File: src/rtl/ascon_pack.sv
// Shared ASCON types, round constants, rotation amounts and the bitsliced S-box layer.
package ascon_pack;

    typedef logic [4:0][63:0] type_state;

    localparam int ROUND_MAX = 12;

    localparam int unsigned ROT_A [0:4] = '{19, 61, 1, 10, 7};
    localparam int unsigned ROT_B [0:4] = '{28, 39, 6, 17, 41};

    function automatic logic is_legal_rounds(input logic [3:0] n);
        return (n == 4'd6) || (n == 4'd8) || (n == 4'd12);
    endfunction

    function automatic logic [7:0] round_constant(input logic [3:0] r);
        return {4'hF - r, r};
    endfunction

    function automatic logic [63:0] rotr(input logic [63:0] x, input int unsigned n);
        return (x >> n) | (x << (64 - n));
    endfunction

    // 64 parallel 5-bit S-boxes, evaluated bitsliced across the five words.
    function automatic type_state substitution_layer(input type_state s);
        logic [63:0] x0, x1, x2, x3, x4;
        logic [63:0] t0, t1, t2, t3, t4;
        type_state   r;
        x0 = s[0] ^ s[4];
        x1 = s[1];
        x2 = s[2] ^ s[1];
        x3 = s[3];
        x4 = s[4] ^ s[3];
        t0 = ~x0 & x1;
        t1 = ~x1 & x2;
        t2 = ~x2 & x3;
        t3 = ~x3 & x4;
        t4 = ~x4 & x0;
        x0 = x0 ^ t1;
        x1 = x1 ^ t2;
        x2 = x2 ^ t3;
        x3 = x3 ^ t4;
        x4 = x4 ^ t0;
        x1 = x1 ^ x0;
        x0 = x0 ^ x4;
        x3 = x3 ^ x2;
        x2 = ~x2;
        r[0] = x0;
        r[1] = x1;
        r[2] = x2;
        r[3] = x3;
        r[4] = x4;
        return r;
    endfunction

endpackage

File: src/rtl/ascon_round.sv
// One combinational ASCON round: constant addition, substitution layer, linear diffusion.
module ascon_round
    import ascon_pack::*;
(
    input  type_state  state,
    input  logic [3:0] round_idx,
    output type_state  result
);

    type_state added;
    type_state substituted;

    always_comb begin
        added          = state;
        added[2][7:0]  = state[2][7:0] ^ round_constant(round_idx);
        substituted    = substitution_layer(added);
        result         = substituted;
        for (int k = 0; k < 5; k++) begin
            result[k] = substituted[k]
                      ^ rotr(substituted[k], ROT_A[k])
                      ^ rotr(substituted[k], ROT_B[k]);
        end
    end

endmodule

File: src/rtl/ascon_permutation.sv
// Iterative ASCON permutation core: owns the 320-bit state and applies one round per edge,
// or two chained rounds per edge when ASCON_DOUBLE_ROUND_EN is defined.
//
// state | meaning
// IDLE  | waiting for start_i with a legal round count; state_o holds the last result
// RUN   | applying rounds round_o.. until round 11 has been applied
module ascon_permutation
    import ascon_pack::*;
(
    input  logic       clock_i,
    input  logic       reset_i,
    input  logic       start_i,
    input  logic [3:0] rounds_i,
    input  type_state  state_i,
    output type_state  state_o,
    output logic       busy_o,
    output logic       done_o,
    output logic [3:0] round_o
);

    localparam logic [0:0] ST_IDLE = 1'b0;
    localparam logic [0:0] ST_RUN  = 1'b1;

`ifdef ASCON_DOUBLE_ROUND_EN
    localparam logic [3:0] STEP = 4'd2;
`else
    localparam logic [3:0] STEP = 4'd1;
`endif
    // Base index of the edge whose rounds end with round 11.
    localparam logic [3:0] LAST_BASE = 4'(ROUND_MAX) - STEP;

    logic [0:0] fsm;
    type_state  state_reg;
    logic [3:0] round_q;
    logic       done_q;

    type_state  round_src;
    logic [3:0] round_base;
    type_state  round_mid;
    type_state  round_next;

    // In IDLE the first round(s) are applied straight to state_i on the accepting edge.
    assign round_src  = (fsm == ST_IDLE) ? state_i : state_reg;
    assign round_base = (fsm == ST_IDLE) ? 4'(ROUND_MAX) - rounds_i : round_q;

    ascon_round u_round0 (
        .state     (round_src),
        .round_idx (round_base),
        .result    (round_mid)
    );

`ifdef ASCON_DOUBLE_ROUND_EN
    ascon_round u_round1 (
        .state     (round_mid),
        .round_idx (round_base + 4'd1),
        .result    (round_next)
    );
`else
    assign round_next = round_mid;
`endif

    always_ff @(posedge clock_i or posedge reset_i) begin
        if (reset_i) begin
            fsm       <= ST_IDLE;
            state_reg <= '0;
            round_q   <= '0;
            done_q    <= 1'b0;
        end else begin
            done_q <= 1'b0;
            case (fsm)
                ST_IDLE: begin
                    if (start_i && is_legal_rounds(rounds_i)) begin
                        state_reg <= round_next;
                        round_q   <= round_base + STEP;
                        fsm       <= ST_RUN;
                    end
                end
                ST_RUN: begin
                    state_reg <= round_next;
                    if (round_q == LAST_BASE) begin
                        done_q  <= 1'b1;
                        round_q <= '0;
                        fsm     <= ST_IDLE;
                    end else begin
                        round_q <= round_q + STEP;
                    end
                end
                default: begin
                    fsm <= ST_IDLE;
                end
            endcase
        end
    end

    assign state_o = state_reg;
    assign busy_o  = (fsm == ST_RUN);
    assign done_o  = done_q;
    assign round_o = round_q;

endmodule

File: config.mk
export PLATFORM = sky130hd
export DESIGN_NAME = ascon_permutation
export DESIGN_NICKNAME = d
export VERILOG_FILES = /design/src/rtl/ascon_pack.sv /design/src/rtl/ascon_round.sv /design/src/rtl/ascon_permutation.sv
export SDC_FILE = /design/constraint.sdc
export NUM_CORES = 2
export LEC_CHECK = 0
export BUFFER_PORTS_ARGS = -buffer_cell sky130_fd_sc_hd__clkbuf_2
export CAP_MARGIN = 30
export CORE_ASPECT_RATIO = 0.7
export CORE_UTILIZATION = 52
export CTS_CLUSTER_DIAMETER = 200
export DETAILED_ROUTE_END_ITERATION = 7
export PLACE_DENSITY = 0.79
export SYNTH_ARGS = -nofsm -noshare
export SYNTH_HDL_FRONTEND = slang
export SYNTH_SLANG_ARGS = --single-unit
export TNS_END_PERCENT = 1
File: constraint.sdc
create_clock -name clock_i -period 9.2 [get_ports clock_i]
set_input_delay 0.92 -clock clock_i [delete_from_list [all_inputs] [get_ports clock_i]]
set_output_delay 0.92 -clock clock_i [all_outputs]
set_load 0.05 [all_outputs]
Word-level counts from Yosys, hierarchy flattened

Cells that the tools add are included.

Register bits after elaboration: 326
Word-level logic and storage cells: 76

Reduce and logical (&&, ||, !) cells: 3
Bitwise gates (word level): 44
Eq/ne operators: 5
Add/sub/neg operators: 4
Multiplexer cells: 12

Operators by type and width:

| cell                                                 | count |
|---|---|
| XOR 64 bit                                           | 21 |
| 2-to-1 mux 320 bit                                   | 2 |
| one-hot mux 320 bit (2 select lines)                 | 1 |
| NOT 64 bit                                           | 6 |
| AND 64 bit                                           | 5 |
| OR 23 x 64 -> 64 bit                                 | 1 |
| OR 25 x 64 -> 64 bit                                 | 1 |
| OR 3 x 64 -> 64 bit                                  | 1 |
| OR 36 x 64 -> 64 bit                                 | 1 |
| OR 45 x 64 -> 64 bit                                 | 1 |
| OR 47 x 64 -> 64 bit                                 | 1 |
| OR 54 x 64 -> 64 bit                                 | 1 |
| OR 57 x 64 -> 64 bit                                 | 1 |
| OR 58 x 64 -> 64 bit                                 | 1 |
| OR 63 x 64 -> 64 bit                                 | 1 |
| equality test 4 bit (second input constant)          | 3 |
| 2-to-1 mux 4 bit                                     | 3 |
| adder 4 x 1 -> 4 bit (second input constant)         | 2 |
| one-hot mux 4 bit (2 select lines)                   | 1 |
| subtractor 4 bit (first input constant)              | 2 |
| XOR 8 bit                                            | 1 |
| equality test 4 x 3 -> 1 bit (second input constant) | 1 |
| 2-to-1 mux 1 bit                                     | 4 |
| logical OR 1 bit                                     | 2 |
| 4 further kinds                                      | 4 |

Longest topological paths before layout

Depth after elaboration: 14
Depth in mapped cells: 14
Depth with buffers taken out: 11

Modules after synthesis

From an unflattened synthesis, not the netlist that was laid out.

Cell total of the unflattened synthesis: 2675
Area, all modules: 31886.8 um^2

Modules (own cells, without submodules):

| module            | cells each | times used | area an instance (um^2) | seq. area each (um^2) |
|---|---|---|---|---|
| ascon_permutation | 1078       | 1          | 15979.1                 | 8157.8 |
| ascon_round       | 1597       | 1          | 15907.8                 | 0.0 |

Worst setup path before layout

OpenSTA, ideal clock, no wires.

Path kind: reg-to-reg
Start point: register fsm, in the netlist busy_o
End point: register state_reg (netlist bit state_o[196])
Arrival: 3.844 ns
Setup time: 0.137 ns
Buffers on the path: 7
Cell stages (with the launch flop): 15
Slack: 5.220 ns
Cells stage by stage: dfrtp_1 -> buf_6 -> buf_6 -> buf_4 -> buf_6 -> buf_4 -> buf_1 -> buf_2 -> mux2_2 -> ha_1 -> xor2_1 -> xnor2_4 -> xor2_1 -> xnor2_1 -> a21oi_1

Word-level cells in the longest chain between the ends: 11
Elaborated cells between the ends (all ways): 22

Ends and longest elaborated chain:

| what                                                      | line                    | text |
|---|---|---|
| start: declaration                                        | ascon_permutation.sv:32 | `logic [0:0] fsm;` |
| start signal: assignment                                  | ascon_permutation.sv:64 | `fsm <= ST_IDLE;` |
| start signal: assignment                                  | ascon_permutation.sv:75 | `fsm <= ST_RUN;` |
| start signal: assignment                                  | ascon_permutation.sv:83 | `fsm <= ST_IDLE;` |
| branches (longest 11 deep; another with subtractor 4 bit) | n/a                     |  |
| end signal: assignment                                    | ascon_permutation.sv:73 | `state_reg <= round_next;` |
| end signal: assignment                                    | ascon_permutation.sv:79 | `state_reg <= round_next;` |
| end: declaration                                          | ascon_permutation.sv:33 | `type_state state_reg;` |

Several ways; the timed one is not identified. The select of a mux whose other input is x is not followed.
A chain may end at the register's enable or synchronous reset.

Worst setup path after layout

Start point: register fsm, in the netlist busy_o
End point: register state_reg (netlist bit state_o[207])

Word-level cells in the longest chain between the ends: 11
Elaborated cells between the ends (all ways): 19

Ends and longest elaborated chain:

| what                                 | line                    | text |
|---|---|---|
| 2-to-1 mux 320 bit                   | ascon_permutation.sv:43 | `assign round_src = (fsm == ST_IDLE) ? state_i : state_reg;` |
| XOR 64 bit                           | ascon_pack.sv:32        | `x4 = s[4] ^ s[3];` |
| NOT 64 bit                           | ascon_pack.sv:37        | `t4 = ~x4 & x0;` |
| AND 64 bit                           | ascon_pack.sv:37        |  |
| XOR 64 bit                           | ascon_pack.sv:41        | `x3 = x3 ^ t4;` |
| XOR 64 bit                           | ascon_pack.sv:45        | `x3 = x3 ^ x2;` |
| OR 54 x 64 -> 64 bit                 | ascon_pack.sv:20        | `return (x >> n) \| (x << (64 - n));` |
| XOR 64 bit                           | ascon_round.sv:20       | `^ rotr(substituted[k], ROT_A[k])` |
| XOR 64 bit                           | ascon_round.sv:21       | `^ rotr(substituted[k], ROT_B[k]);` |
| 2-to-1 mux 320 bit                   | ascon_permutation.sv:72 | `if (start_i && is_legal_rounds(rounds_i)) begin` |
| one-hot mux 320 bit (2 select lines) | ascon_permutation.sv:70 | `case (fsm)` |

Parallel ways exist; a longest one is shown, timed or not. The select of a mux whose other input is x is not followed.

==> results.json <==
{
  "run_status": "finished clean",
  "die_area_sq_mm": 0.0632,
  "die_h_um": 211,
  "clk-insertion-delay-late_ns": 0.58,
  "clk_pin_slew_worst_paths_ns": 0.06,
  "maxSlewViolCount": 0,
  "drt_iter0_drc": 3538,
  "synth_seq_cells": 326,
  "grt_pass1_wl_um": 193000,
  "worstSetupEndpointType": "flop",
  "vias": 26700,
  "worstPathRequired_ns": 9.62,
  "io_pins": 653,
  "firstDrtPassIters": 5,
  "clock-skew-final_ns": 0.0230,
  "r2r_cells": 10,
  "place_hpwl_um": 120000,
  "antenna_found_initial": 5,
  "drv_cap": 0,
  "cp-start-kind": "flop",
  "multi_input_area_sq_mm": 0.0233,
  "period_share_pct": 53.8,
  "finalCriticalPeriod_ns": 4.95,
  "syn_to_final_growth_pct": 17.2,
  "syn_nets": 3406,
  "utilization_pct": 61.6,
  "ant_nets": 0,
  "async_flop_share_pct": 100,
  "htreeDepth": 2,
  "setup_viol_count_final": 0,
  "maxSlewHeadroom_pct": 18.9,
  "post_route_cells_drive_above_1_share_pct": 30.8,
  "fmax_ghz": 0.202,
  "ff_latch_area_sq_mm": 0.00816,
  "criticalPathCategory": "reg2reg",
  "synth_warnings": 0,
  "routed_wl_um": 142000,
  "hold_viol": 0,
  "grt_max_degree": 174,
  "nFillCells": 5205,
  "portBuffers": 652,
  "post_cts_resized": 0,
  "rsz0062_at_grt": "false",
  "start_util_pct": 52.5,
  "cts_root_buf": "clkbuf_16",
  "num-nets-final": 4068,
  "hold_path_class": "in2async",
  "syn_area_sq_mm": 0.0323,
  "grt_pass1_vias": 24700,
  "avgSynthCellArea_sq_um": 11.0,
  "tns_ns": 0,
  "synthFlopType": "dfrtp_1",
  "path_max_fanout": 102,
  "die_x_um": 300,
  "numCtsBuffers": 38,
  "overflow": 0,
  "core_area_sq_mm": 0.0615,
  "cts_tree": "built",
  "final_common_cell": "clkbuf_2",
  "clk_path_buf_depth": 3,
  "crit_arrival_ns": 5.37,
  "rows": 76,
  "drc": 0,
  "mostFrequentLayoutCells": "clkbuf_2, xnor2_1, dfrtp_1, nand2_1, xor2_1",
  "synth_cell_types": 45,
  "synth_cells": 2947,
  "worst_pin_slew_ns": 1.21,
  "cts_hold_buf": 0,
  "postCtsSetupBuffers": 0,
  "routedWlPerCell_um": 31.9,
  "gp_congestion": 1.10,
  "cts_sinks": 326,
  "track_usage_pct": 44.4,
  "synth-edff-count": 0,
  "seq_area_frac_synth_pct": 25.2,
  "viasPerCell": 5.98
}
cell type report:
type	count	share of cell area [%]
multi-input cells	2496	61.6
flip-flops and latches	326	21.5
clock buffers	57	2.94
diodes	4	0.0264
clock inverters	11	0.498
inverters	8	0.0891
well taps	819	2.70
repair buffers	739	10.6
sequential cells by signal, indices dropped and copies added (netlist names):
| register | cells |
|---|---|
| busy_o | 1 |
| round_o | 4 |
| state_o | 320 |
| done_o | 1 |
cell families (layout without fill, tap and decap cells):
| kind of cell | Yosys count | count (layout) | synth area share [%] |
|---|---|---|---|
| simple gates | 469 | 469 | 6.02 |
| xor+xnor | 1045 | 1045 | 38.2 |
| buf+inv | 125 | 815 | 2.56 |
| fa+ha+maj | 196 | 196 | 7.26 |
| other cells | 0 | 4 | 0 |
| flops | 326 | 326 | 25.2 |
| mux | 452 | 452 | 15.5 |
| compound gates | 334 | 334 | 5.27 |
synthesized netlist by cell type, types with 3 or more instances:
library cell  count  area, sq um
inv_1             8         30.0
o21ai_0         112          561
mux2i_1         229         2290
nor2_1          144          541
clkbuf_1         64          240
dfrtp_1         326         8160
ha_1            132         1650
mux2i_2          31          427
buf_12            3         60.1
buf_2            10         50.1
xnor2_2          50          813
maj3_2           43          484
nand2b_1          4         25.0
xnor3_1         194         4370
buf_8             8          120
buf_6            24          270
o21ai_1          73          365
xnor2_1         548         4800
xnor2_4           6          165
mux4_2            4         90.1
nand2_1         249          935
maj3_1           21          210
mux2_4           13          195
xor2_1          244         2140
o21a_1            3         22.5
a21oi_1         139          696
nor2b_1          64          400
mux2_2          172         1940
buf_4             7         52.6
per-layer routing:
metal / routed length (um) / GRT usage, % / part of all wire, %
met5: 46 / 0 / 0.032
met4: 6350 / 17.2 / 4.5
met3: 20500 / 17.4 / 14
met2: 58500 / 62.6 / 41
met1: 56900 / 60.8 / 40
final timing paths:
kind                        startpoint           end  slack, ns
min in group clock_i       state_o[91]   state_o[91]       0.53
max in group asynchronous      reset_i  state_o[180]       7.16
hold reg to reg            state_o[91]   state_o[91]       0.53
setup / recovery                busy_o  state_o[207]       4.25
setup reg to reg                busy_o  state_o[207]       4.25
hold / removal                 reset_i        busy_o       0.24
per-stage QoR:
stage	instances	setup slack [ns]	area [sq um]	hold slack, ns
2_1_floorplan	2947	3.93	32300	0.755
3_3_place_gp	4350	4.50	36200	0.498
3_5_place_dp	4375	4.45	36500	0.516
4_1_cts	4443	4.41	37800	0.238
5_1_grt	4457	4.11	37900	0.257
6_report	4460	4.25	37900	0.243
critical path, stage by stage (launching register included):
cell and delay (ns):
dfrtp_4 0.85, buf_12 0.47, buf_4 0.52, buf_4 0.48, mux2_4 0.35, ha_1 0.19, xnor2_1 0.70, xnor2_2 0.34
xnor2_1 0.29, xnor2_1 0.14, o21ai_0 0.09
Power is left out: the tool's default activity adds up to more than one toggle a clock period on the data nets, which glitch-free logic cannot reach.
